`src/rtl/eh2_ifu_align_expand_if.sv`:
```
// Signal bundle between fetch, the parcel aligner and decode.
// Optional feature macro: EH2_ALIGN_PC_TRACK_EN adds flush_pc / instr_pc.
//   slave  : aligner view (consumes fetch packets, produces instructions)
//   master : environment view (fetch + decode side)
interface eh2_ifu_align_expand_if #(
    parameter int FETCH_W = 32
);
    logic               fetch_valid;
    logic               fetch_ready;
    logic [FETCH_W-1:0] fetch_data;
    logic               flush;
    logic               instr_valid;
    logic               instr_ready;
    logic [31:0]        instr;
    logic               instr_c;
    logic               instr_illegal;
`ifdef EH2_ALIGN_PC_TRACK_EN
    logic [31:1]        flush_pc;
    logic [31:1]        instr_pc;

    modport slave (
        input  fetch_valid, fetch_data, flush, instr_ready, flush_pc,
        output fetch_ready, instr_valid, instr, instr_c, instr_illegal, instr_pc
    );

    modport master (
        output fetch_valid, fetch_data, flush, instr_ready, flush_pc,
        input  fetch_ready, instr_valid, instr, instr_c, instr_illegal, instr_pc
    );
`else
    modport slave (
        input  fetch_valid, fetch_data, flush, instr_ready,
        output fetch_ready, instr_valid, instr, instr_c, instr_illegal
    );

    modport master (
        output fetch_valid, fetch_data, flush, instr_ready,
        input  fetch_ready, instr_valid, instr, instr_c, instr_illegal
    );
`endif
endinterface

```
`src/rtl/eh2_ifu_align_expand.sv`:
```
// Parcel aligner and RV32C expander sitting between fetch and decode.
// Fetch packets are written into a circular buffer of 16-bit parcels; one
// 16- or 32-bit instruction is extracted per cycle from the head, compressed
// forms are expanded to their base-ISA equivalents.
// Optional feature macro: EH2_ALIGN_PC_TRACK_EN (head PC tracking, adds
// flush_pc / instr_pc to the interface).
module eh2_ifu_align_expand #(
    parameter int FETCH_W     = 32,
    parameter int BUF_PARCELS = 8
) (
    input  logic                  clk,
    input  logic                  rst,
    eh2_ifu_align_expand_if.slave bus
);
    localparam int PTR_W = $clog2(BUF_PARCELS);
    localparam int CNT_W = PTR_W + 1;
    localparam int NPAR  = FETCH_W / 16;

    localparam logic [CNT_W-1:0] NPAR_C  = CNT_W'(NPAR);
    localparam logic [CNT_W-1:0] DEPTH_C = CNT_W'(BUF_PARCELS);
    localparam logic [PTR_W-1:0] NPAR_P  = PTR_W'(NPAR);

    // RV32C expansion: returns {illegal, instr}; instr is 0 when illegal.
    // No F/D extension, so the floating-point load/store forms are illegal.
    function automatic logic [32:0] rvc_expand(input logic [15:0] p);
        logic [31:0] ins;
        logic        ill;
        logic [4:0]  rd;
        logic [4:0]  rs2;
        logic [4:0]  rdp;
        logic [4:0]  rs1p;
        logic [11:0] imm6_sx;
        logic [11:0] uimm;
        logic [11:1] joff;
        ins     = 32'h0000_0000;
        ill     = 1'b0;
        rd      = p[11:7];
        rs2     = p[6:2];
        rdp     = {2'b01, p[4:2]};
        rs1p    = {2'b01, p[9:7]};
        imm6_sx = {{6{p[12]}}, p[12], p[6:2]};
        uimm    = {5'b00000, p[5], p[12:10], p[6], 2'b00};
        joff    = {p[12], p[8], p[10:9], p[6], p[7], p[2], p[11], p[5:3]};
        case ({p[1:0], p[15:13]})
            5'b00_000: begin // c.addi4spn
                uimm = {2'b00, p[10:7], p[12:11], p[5], p[6], 2'b00};
                if (uimm == 12'h000) begin
                    ill = 1'b1;
                end else begin
                    ins = {uimm, 5'd2, 3'b000, rdp, 7'b0010011};
                end
            end
            5'b00_010: ins = {uimm, rs1p, 3'b010, rdp, 7'b0000011};                   // c.lw
            5'b00_110: ins = {uimm[11:5], rdp, rs1p, 3'b010, uimm[4:0], 7'b0100011};  // c.sw
            5'b01_000: ins = {imm6_sx, rd, 3'b000, rd, 7'b0010011};                   // c.addi / c.nop
            5'b01_001: ins = {joff[11], joff[10:1], joff[11], {8{joff[11]}}, 5'd1, 7'b1101111}; // c.jal
            5'b01_010: ins = {imm6_sx, 5'd0, 3'b000, rd, 7'b0010011};                 // c.li
            5'b01_011: begin
                if ({p[12], p[6:2]} == 6'd0) begin
                    ill = 1'b1;
                end else if (rd == 5'd2) begin // c.addi16sp
                    ins = {{2{p[12]}}, p[12], p[4:3], p[5], p[2], p[6], 4'b0000,
                           5'd2, 3'b000, 5'd2, 7'b0010011};
                end else begin                 // c.lui
                    ins = {{14{p[12]}}, p[12], p[6:2], rd, 7'b0110111};
                end
            end
            5'b01_100: begin
                case (p[11:10])
                    2'b00: begin // c.srli
                        if (p[12]) begin
                            ill = 1'b1;
                        end else begin
                            ins = {7'b0000000, p[6:2], rs1p, 3'b101, rs1p, 7'b0010011};
                        end
                    end
                    2'b01: begin // c.srai
                        if (p[12]) begin
                            ill = 1'b1;
                        end else begin
                            ins = {7'b0100000, p[6:2], rs1p, 3'b101, rs1p, 7'b0010011};
                        end
                    end
                    2'b10: ins = {imm6_sx, rs1p, 3'b111, rs1p, 7'b0010011};           // c.andi
                    default: begin
                        if (p[12]) begin
                            ill = 1'b1; // RV64-only subw/addw and reserved
                        end else begin
                            case (p[6:5])
                                2'b00:   ins = {7'b0100000, rdp, rs1p, 3'b000, rs1p, 7'b0110011};
                                2'b01:   ins = {7'b0000000, rdp, rs1p, 3'b100, rs1p, 7'b0110011};
                                2'b10:   ins = {7'b0000000, rdp, rs1p, 3'b110, rs1p, 7'b0110011};
                                default: ins = {7'b0000000, rdp, rs1p, 3'b111, rs1p, 7'b0110011};
                            endcase
                        end
                    end
                endcase
            end
            5'b01_101: ins = {joff[11], joff[10:1], joff[11], {8{joff[11]}}, 5'd0, 7'b1101111}; // c.j
            5'b01_110: ins = {{4{p[12]}}, p[6:5], p[2], 5'd0, rs1p, 3'b000,
                              p[11:10], p[4:3], p[12], 7'b1100011};                   // c.beqz
            5'b01_111: ins = {{4{p[12]}}, p[6:5], p[2], 5'd0, rs1p, 3'b001,
                              p[11:10], p[4:3], p[12], 7'b1100011};                   // c.bnez
            5'b10_000: begin // c.slli
                if (p[12]) begin
                    ill = 1'b1;
                end else begin
                    ins = {7'b0000000, p[6:2], rd, 3'b001, rd, 7'b0010011};
                end
            end
            5'b10_010: begin // c.lwsp
                if (rd == 5'd0) begin
                    ill = 1'b1;
                end else begin
                    ins = {4'b0000, p[3:2], p[12], p[6:4], 2'b00, 5'd2, 3'b010, rd, 7'b0000011};
                end
            end
            5'b10_100: begin
                if (!p[12]) begin
                    if (rs2 != 5'd0) begin
                        ins = {7'b0000000, rs2, 5'd0, 3'b000, rd, 7'b0110011};        // c.mv
                    end else if (rd != 5'd0) begin
                        ins = {12'h000, rd, 3'b000, 5'd0, 7'b1100111};                // c.jr
                    end else begin
                        ill = 1'b1;
                    end
                end else begin
                    if (rs2 != 5'd0) begin
                        ins = {7'b0000000, rs2, rd, 3'b000, rd, 7'b0110011};          // c.add
                    end else if (rd != 5'd0) begin
                        ins = {12'h000, rd, 3'b000, 5'd1, 7'b1100111};                // c.jalr
                    end else begin
                        ins = 32'h0010_0073;                                          // c.ebreak
                    end
                end
            end
            5'b10_110: begin // c.swsp
                uimm = {4'b0000, p[8:7], p[12:9], 2'b00};
                ins  = {uimm[11:5], rs2, 5'd2, 3'b010, uimm[4:0], 7'b0100011};
            end
            default: ill = 1'b1;
        endcase
        if (ill) begin
            ins = 32'h0000_0000;
        end else begin
            ins = ins;
        end
        return {ill, ins};
    endfunction

    logic [15:0]      buf_q [BUF_PARCELS];
    logic [PTR_W-1:0] wr_ptr_q, wr_ptr_d;
    logic [PTR_W-1:0] rd_ptr_q, rd_ptr_d;
    logic [CNT_W-1:0] count_q, count_d;

    logic [15:0]      p0_s;
    logic [15:0]      p1_s;
    logic             is32_s;
    logic [32:0]      exp_s;
    logic             fetch_ready_s;
    logic             instr_valid_s;
    logic [31:0]      instr_s;
    logic             instr_c_s;
    logic             instr_illegal_s;
    logic             push_s;
    logic             pop_s;
    logic [CNT_W-1:0] push_cnt_s;
    logic [CNT_W-1:0] pop_cnt_s;

    assign p0_s   = buf_q[rd_ptr_q];
    assign p1_s   = buf_q[rd_ptr_q + PTR_W'(1)];
    assign is32_s = (p0_s[1:0] == 2'b11);
    assign exp_s  = rvc_expand(p0_s);

    // Push is gated on registered occupancy only; flush drops a concurrent push.
    assign fetch_ready_s = !rst && ((DEPTH_C - count_q) >= NPAR_C);
    assign push_s        = bus.fetch_valid && fetch_ready_s && !bus.flush;
    assign pop_s         = instr_valid_s && bus.instr_ready && !bus.flush;
    assign push_cnt_s    = push_s ? NPAR_C : CNT_W'(0);

    // Head decode: present the instruction at rd_ptr once all its parcels are in.
    always_comb begin
        instr_valid_s   = 1'b0;
        instr_s         = 32'h0000_0000;
        instr_c_s       = 1'b0;
        instr_illegal_s = 1'b0;
        if (rst) begin
            instr_valid_s = 1'b0;
        end else if (is32_s) begin
            instr_valid_s = (count_q >= CNT_W'(2));
            if (instr_valid_s) begin
                instr_s = {p1_s, p0_s};
            end else begin
                instr_s = 32'h0000_0000;
            end
        end else begin
            instr_valid_s = (count_q >= CNT_W'(1));
            if (instr_valid_s) begin
                instr_s         = exp_s[31:0];
                instr_c_s       = 1'b1;
                instr_illegal_s = exp_s[32];
            end else begin
                instr_c_s = 1'b0;
            end
        end
    end

    assign pop_cnt_s = !pop_s ? CNT_W'(0) : (instr_c_s ? CNT_W'(1) : CNT_W'(2));

    // Next-state for pointers and occupancy; flush has priority over push/pop.
    always_comb begin
        wr_ptr_d = wr_ptr_q;
        rd_ptr_d = rd_ptr_q;
        count_d  = count_q;
        if (bus.flush) begin
            rd_ptr_d = wr_ptr_q;
            count_d  = CNT_W'(0);
        end else begin
            if (push_s) begin
                wr_ptr_d = wr_ptr_q + NPAR_P;
            end else begin
                wr_ptr_d = wr_ptr_q;
            end
            rd_ptr_d = rd_ptr_q + pop_cnt_s[PTR_W-1:0];
            count_d  = count_q + push_cnt_s - pop_cnt_s;
        end
    end

    // Pointer and occupancy registers.
    always_ff @(posedge clk) begin
        if (rst) begin
            wr_ptr_q <= '0;
            rd_ptr_q <= '0;
            count_q  <= '0;
        end else begin
            wr_ptr_q <= wr_ptr_d;
            rd_ptr_q <= rd_ptr_d;
            count_q  <= count_d;
        end
    end

    // Parcel storage write; contents need no reset since count guards every read.
    always_ff @(posedge clk) begin
        if (push_s) begin
            for (int i = 0; i < NPAR; i++) begin
                buf_q[wr_ptr_q + PTR_W'(i)] <= bus.fetch_data[16*i +: 16];
            end
        end
    end

    assign bus.fetch_ready   = fetch_ready_s;
    assign bus.instr_valid   = instr_valid_s;
    assign bus.instr         = instr_s;
    assign bus.instr_c       = instr_c_s;
    assign bus.instr_illegal = instr_illegal_s;

`ifdef EH2_ALIGN_PC_TRACK_EN
    logic [31:1] pc_q, pc_d;

    // Head PC next-state: reload on redirect, advance by instruction size on pop.
    always_comb begin
        pc_d = pc_q;
        if (bus.flush) begin
            pc_d = bus.flush_pc;
        end else if (pop_s) begin
            pc_d = pc_q + 31'(pop_cnt_s);
        end else begin
            pc_d = pc_q;
        end
    end

    // Head PC register.
    always_ff @(posedge clk) begin
        if (rst) begin
            pc_q <= 31'h0;
        end else begin
            pc_q <= pc_d;
        end
    end

    assign bus.instr_pc = instr_valid_s ? pc_q : 31'h0;
`endif

endmodule
```
`src/flat_wrapper.sv`:
```
// flat-port wrapper written by rule: the top's interface ports become plain ports
module eh2_ifu_align_expand_flat 
#(
    parameter int FETCH_W     = 32,
    parameter int BUF_PARCELS = 8
)
  (clk, rst, bus_fetch_valid, bus_fetch_data, bus_flush, bus_instr_ready, bus_fetch_ready, bus_instr_valid, bus_instr, bus_instr_c, bus_instr_illegal);
  eh2_ifu_align_expand_if #(.FETCH_W(FETCH_W)) bus_i ();
  input  logic clk;
  input  logic rst;
  input wire logic [$bits(bus_i.fetch_valid)-1:0] bus_fetch_valid;
  input wire logic [$bits(bus_i.fetch_data)-1:0] bus_fetch_data;
  input wire logic [$bits(bus_i.flush)-1:0] bus_flush;
  input wire logic [$bits(bus_i.instr_ready)-1:0] bus_instr_ready;
  output wire logic [$bits(bus_i.fetch_ready)-1:0] bus_fetch_ready;
  output wire logic [$bits(bus_i.instr_valid)-1:0] bus_instr_valid;
  output wire logic [$bits(bus_i.instr)-1:0] bus_instr;
  output wire logic [$bits(bus_i.instr_c)-1:0] bus_instr_c;
  output wire logic [$bits(bus_i.instr_illegal)-1:0] bus_instr_illegal;
  assign bus_i.fetch_valid = bus_fetch_valid;
  assign bus_i.fetch_data = bus_fetch_data;
  assign bus_i.flush = bus_flush;
  assign bus_i.instr_ready = bus_instr_ready;
  assign bus_fetch_ready = bus_i.fetch_ready;
  assign bus_instr_valid = bus_i.instr_valid;
  assign bus_instr = bus_i.instr;
  assign bus_instr_c = bus_i.instr_c;
  assign bus_instr_illegal = bus_i.instr_illegal;
  eh2_ifu_align_expand #(.FETCH_W(FETCH_W), .BUF_PARCELS(BUF_PARCELS)) u_core (.clk(clk), .rst(rst), .bus(bus_i));
endmodule
```
`config.mk`:
```
export PLATFORM = sky130hd
export DESIGN_NAME = eh2_ifu_align_expand_flat
export DESIGN_NICKNAME = d
export VERILOG_FILES = /design/src/rtl/eh2_ifu_align_expand_if.sv /design/src/rtl/eh2_ifu_align_expand.sv /design/src/flat_wrapper.sv
export SDC_FILE = /design/constraint.sdc
export NUM_CORES = 1
export LEC_CHECK = 0
export CAP_MARGIN = 20
export CORE_MARGIN = 4
export CORE_UTILIZATION = 50
export CTS_CLUSTER_DIAMETER = 60
export DETAILED_ROUTE_END_ITERATION = 16
export PLACE_DENSITY = 0.8
export SLEW_MARGIN = 20
export SYNTH_ARGS = -nofsm -noshare
export SYNTH_HDL_FRONTEND = slang
export SYNTH_SLANG_ARGS = --single-unit
```
`constraint.sdc`:
```
create_clock -name clk -period 4.26 [get_ports clk]
set_input_delay 1.065 -clock clk [delete_from_list [all_inputs] [get_ports clk]]
set_output_delay 1.065 -clock clk [all_outputs]
set_load 0.02 [all_outputs]
```
==> results.sh <==
export IMPL_outcome="finished, violations left"
export IMPL_violations="negative setup slack"
export IMPL_clockRootBuffer="clkbuf_16"
export IMPL_netlist_area_leader_share_pct=47.2
export IMPL_route_detailed_wl_per_inst_um=26.5
export IMPL_syn_cell_area_mm2=0.00815
export IMPL_synth_nets=659
export IMPL_seq_area_frac_synth_pct=49.4
export IMPL_power_density_mw_per_mm2=320
export IMPL_final_nets=906
export IMPL_finalWorstSetupSlack_ps=-289
export IMPL_grt_pass1_wl_um=43000
export IMPL_initial_core_util_pct=51.1
export IMPL_placed_cells=1015
export IMPL_io_pins=73
export IMPL_die_y_um=136
export IMPL_clk_pin_slew_worst_paths_ps=70
export IMPL_drtIter0Drc=802
export IMPL_critPathKind="reg -> out"
export IMPL_cts_hold_buf=0
export IMPL_synth_edf_count=128
export IMPL_avgSynthCellArea_um2=13.4
export IMPL_synthArstFlopShare_pct=0
export IMPL_leakage_uw=0.00424
export IMPL_ys_ff_latch=137
export IMPL_grt_use_total_pct=31.6
export IMPL_hold_depth=1
export IMPL_die_w_um=136
export IMPL_timing_slew_headroom_pct=62.3
export IMPL_period_needed_ps=4550
export IMPL_place_ws_ps=-676
export IMPL_synthFlopType="edfxtp_1"
export IMPL_postSynthCellCount=606
export IMPL_h_tree_depth=4
export IMPL_required_ps=3190
export IMPL_final_common_cell="buf_4"
export IMPL_fin_crit_sh_pct=107
export IMPL_holdWs_ps=558
export IMPL_dieArea_mm2=0.0184
export IMPL_clockBufferDepth=2
export IMPL_skew_ps=8.02
export IMPL_fmax_mhz=220
export IMPL_core_region_area_mm2=0.0159
export IMPL_drtAntennaViolNets=0
export IMPL_synthDistinctLibCells=68
export IMPL_cap_violations=0
export IMPL_synth_warnings=0
export IMPL_grt_overflow=0
export IMPL_antenna_found_initial=0
export IMPL_mostFrequentLayoutCells="170 x buf_4, 128 x edfxtp_1, 52 x mux4_2"
export IMPL_cp_max_fo=10
export IMPL_area_delta_synth_final_pct=47.1
export IMPL_post_drt_via_cell_ratio=6.47
export IMPL_synth_largest_area_cell="edfxtp_1"
export IMPL_ys_top_cells_by_area="edfxtp_1 47%, mux4_2 11%, mux2i_1 5.0%"
export IMPL_hpwl_um=19800
export IMPL_setup_viol=33
export IMPL_crit_arrival_ps=3480
export IMPL_numCtsBuffers=17
export IMPL_wl_um=28700
export IMPL_port_buffers=72
export IMPL_grt_max_degree=33
export IMPL_cts_tree="built"
export IMPL_worstMarginPinSlew_ps=565
export IMPL_insertion_delay_ps=430
export IMPL_clock_sinks=137
export IMPL_grt_pass1_vias=7102
export IMPL_rsz0062_at_grt="true"
export IMPL_cp_end_kind="output port"
export IMPL_antenna_cells=0
export IMPL_vias=6996
export IMPL_firstDrtPassIters=8
export IMPL_drive_gt1_share_pct=50.3
export IMPL_stdcell_count=1082
export IMPL_r2r_cells=16
export IMPL_post_route_util_pct=75.2
export IMPL_ir_worst_vdd_mv=0.311
export IMPL_slew_violations=0
export IMPL_hold_viol=0
export IMPL_gp_congestion=1.08
export IMPL_drc=0
export IMPL_hp_class="reg -> reg"
export IMPL_rows=46
export IMPL_critPathLaunchType="flop"
area by class of cell:
| class | instances | area, um2 |
|---|---|---|
| clock inverters | 15 | 153 |
| inverters | 18 | 67.6 |
| flip-flops and latches | 137 | 4030 |
| repair buffers | 268 | 2500 |
| multi-input cells | 411 | 4540 |
| clock buffers | 17 | 425 |
| fillers | 1011 | 3950 |
| well taps | 216 | 270 |
worst paths after layout:
check / from / endpoint / slack (ps)
max reg2reg: u_core.rd_ptr_q[2]$_SDFF_PP0_ / u_core.count_q[2]$_SDFF_PP0_ / 210
min reg2reg: u_core.wr_ptr_q[1]$_SDFFE_PP0P_ / u_core.wr_ptr_q[1]$_SDFFE_PP0P_ / 560
min: u_core.wr_ptr_q[1]$_SDFFE_PP0P_ / u_core.wr_ptr_q[1]$_SDFFE_PP0P_ / 560
max: u_core.rd_ptr_q[1]$_SDFF_PP0_ / bus_instr[19] / -290
critical path: stages, from the launching register on:
cell and delay, ps:
dfxtp_4 390, buf_12 150, mux4_1 590, mux2_2 340, buf_6 180, o21ai_2 90
buf_4 140, o22ai_1 100, a211oi_4 270, nand2_4 160, buf_6 160, buf_6 120
o22ai_1 180, buf_4 170
through the flow:
stage | area [um2] | TNS, ps | power [uW]
final | 12000 | -6960 | 3840
after floorplan | 8150 | 0 | 1880
after CTS | 11400 | -5790 | 3750
after global placement | 10200 | -22850 | 2210
after detailed placement | 10200 | -19500 | 2210
after global routing | 12000 | -9640 | 3960
cell usage after synthesis, types with 7 or more instances:
library cell	n
nor3_1	15
mux4_2	41
and2_1	8
mux2_2	7
a22oi_1	7
a31oi_1	12
nor2_1	41
buf_4	10
nand3_1	17
o21ai_0	12
mux2i_1	41
edfxtp_1	128
a21oi_1	30
mux4_1	13
inv_1	18
nand2_1	35
o22ai_1	28
ha_1	13
clkbuf_1	15
dfxtp_1	9
report_power, final:
group / leakage, uW / switching, uW / internal [uW]
Combinational: 0.00272 / 463 / 417
Sequential: 0.00123 / 16.8 / 1500
Clock: 0.000285 / 619 / 826
flip-flops by register name, indices dropped and copies added (netlist names):
register,flops
u_core.buf_q,128
u_core.count_q,4
u_core.rd_ptr_q,3
u_core.wr_ptr_q,2
metal layers:
metal / track usage [%] / vias to the layer above / routed length [um]
met5: 0 / - / 0
met4: 13.0 / 0 / 1310
met3: 7.17 / 96 / 2430
met2: 51.9 / 439 / 14000
met1: 40.9 / 3512 / 11000
li1: - / 2949 / -
timing repair:
action                     4_1_cts  5_1_grt
pin swaps                       26       47
setup endpoints to repair       34       33
resized for setup              289       96
buffers inserted                19       18
gates cloned                     4        1
cell families (layout without fill, tap and decap cells):
family / after synthesis / after routing / share of synthesized area [%]
AO/OA/AOI/OAI: 131 / 131 / 11.0
adder cells (fa/ha/maj): 16 / 16 / 2.73
multiplexers: 107 / 107 / 22.7
XOR/XNOR: 4 / 4 / 0.430
AND/OR/NAND/NOR: 153 / 153 / 9.64
buffers and inverters: 58 / 318 / 4.16
flip-flops: 137 / 137 / 49.4
(Power assumes the default switching activity.)
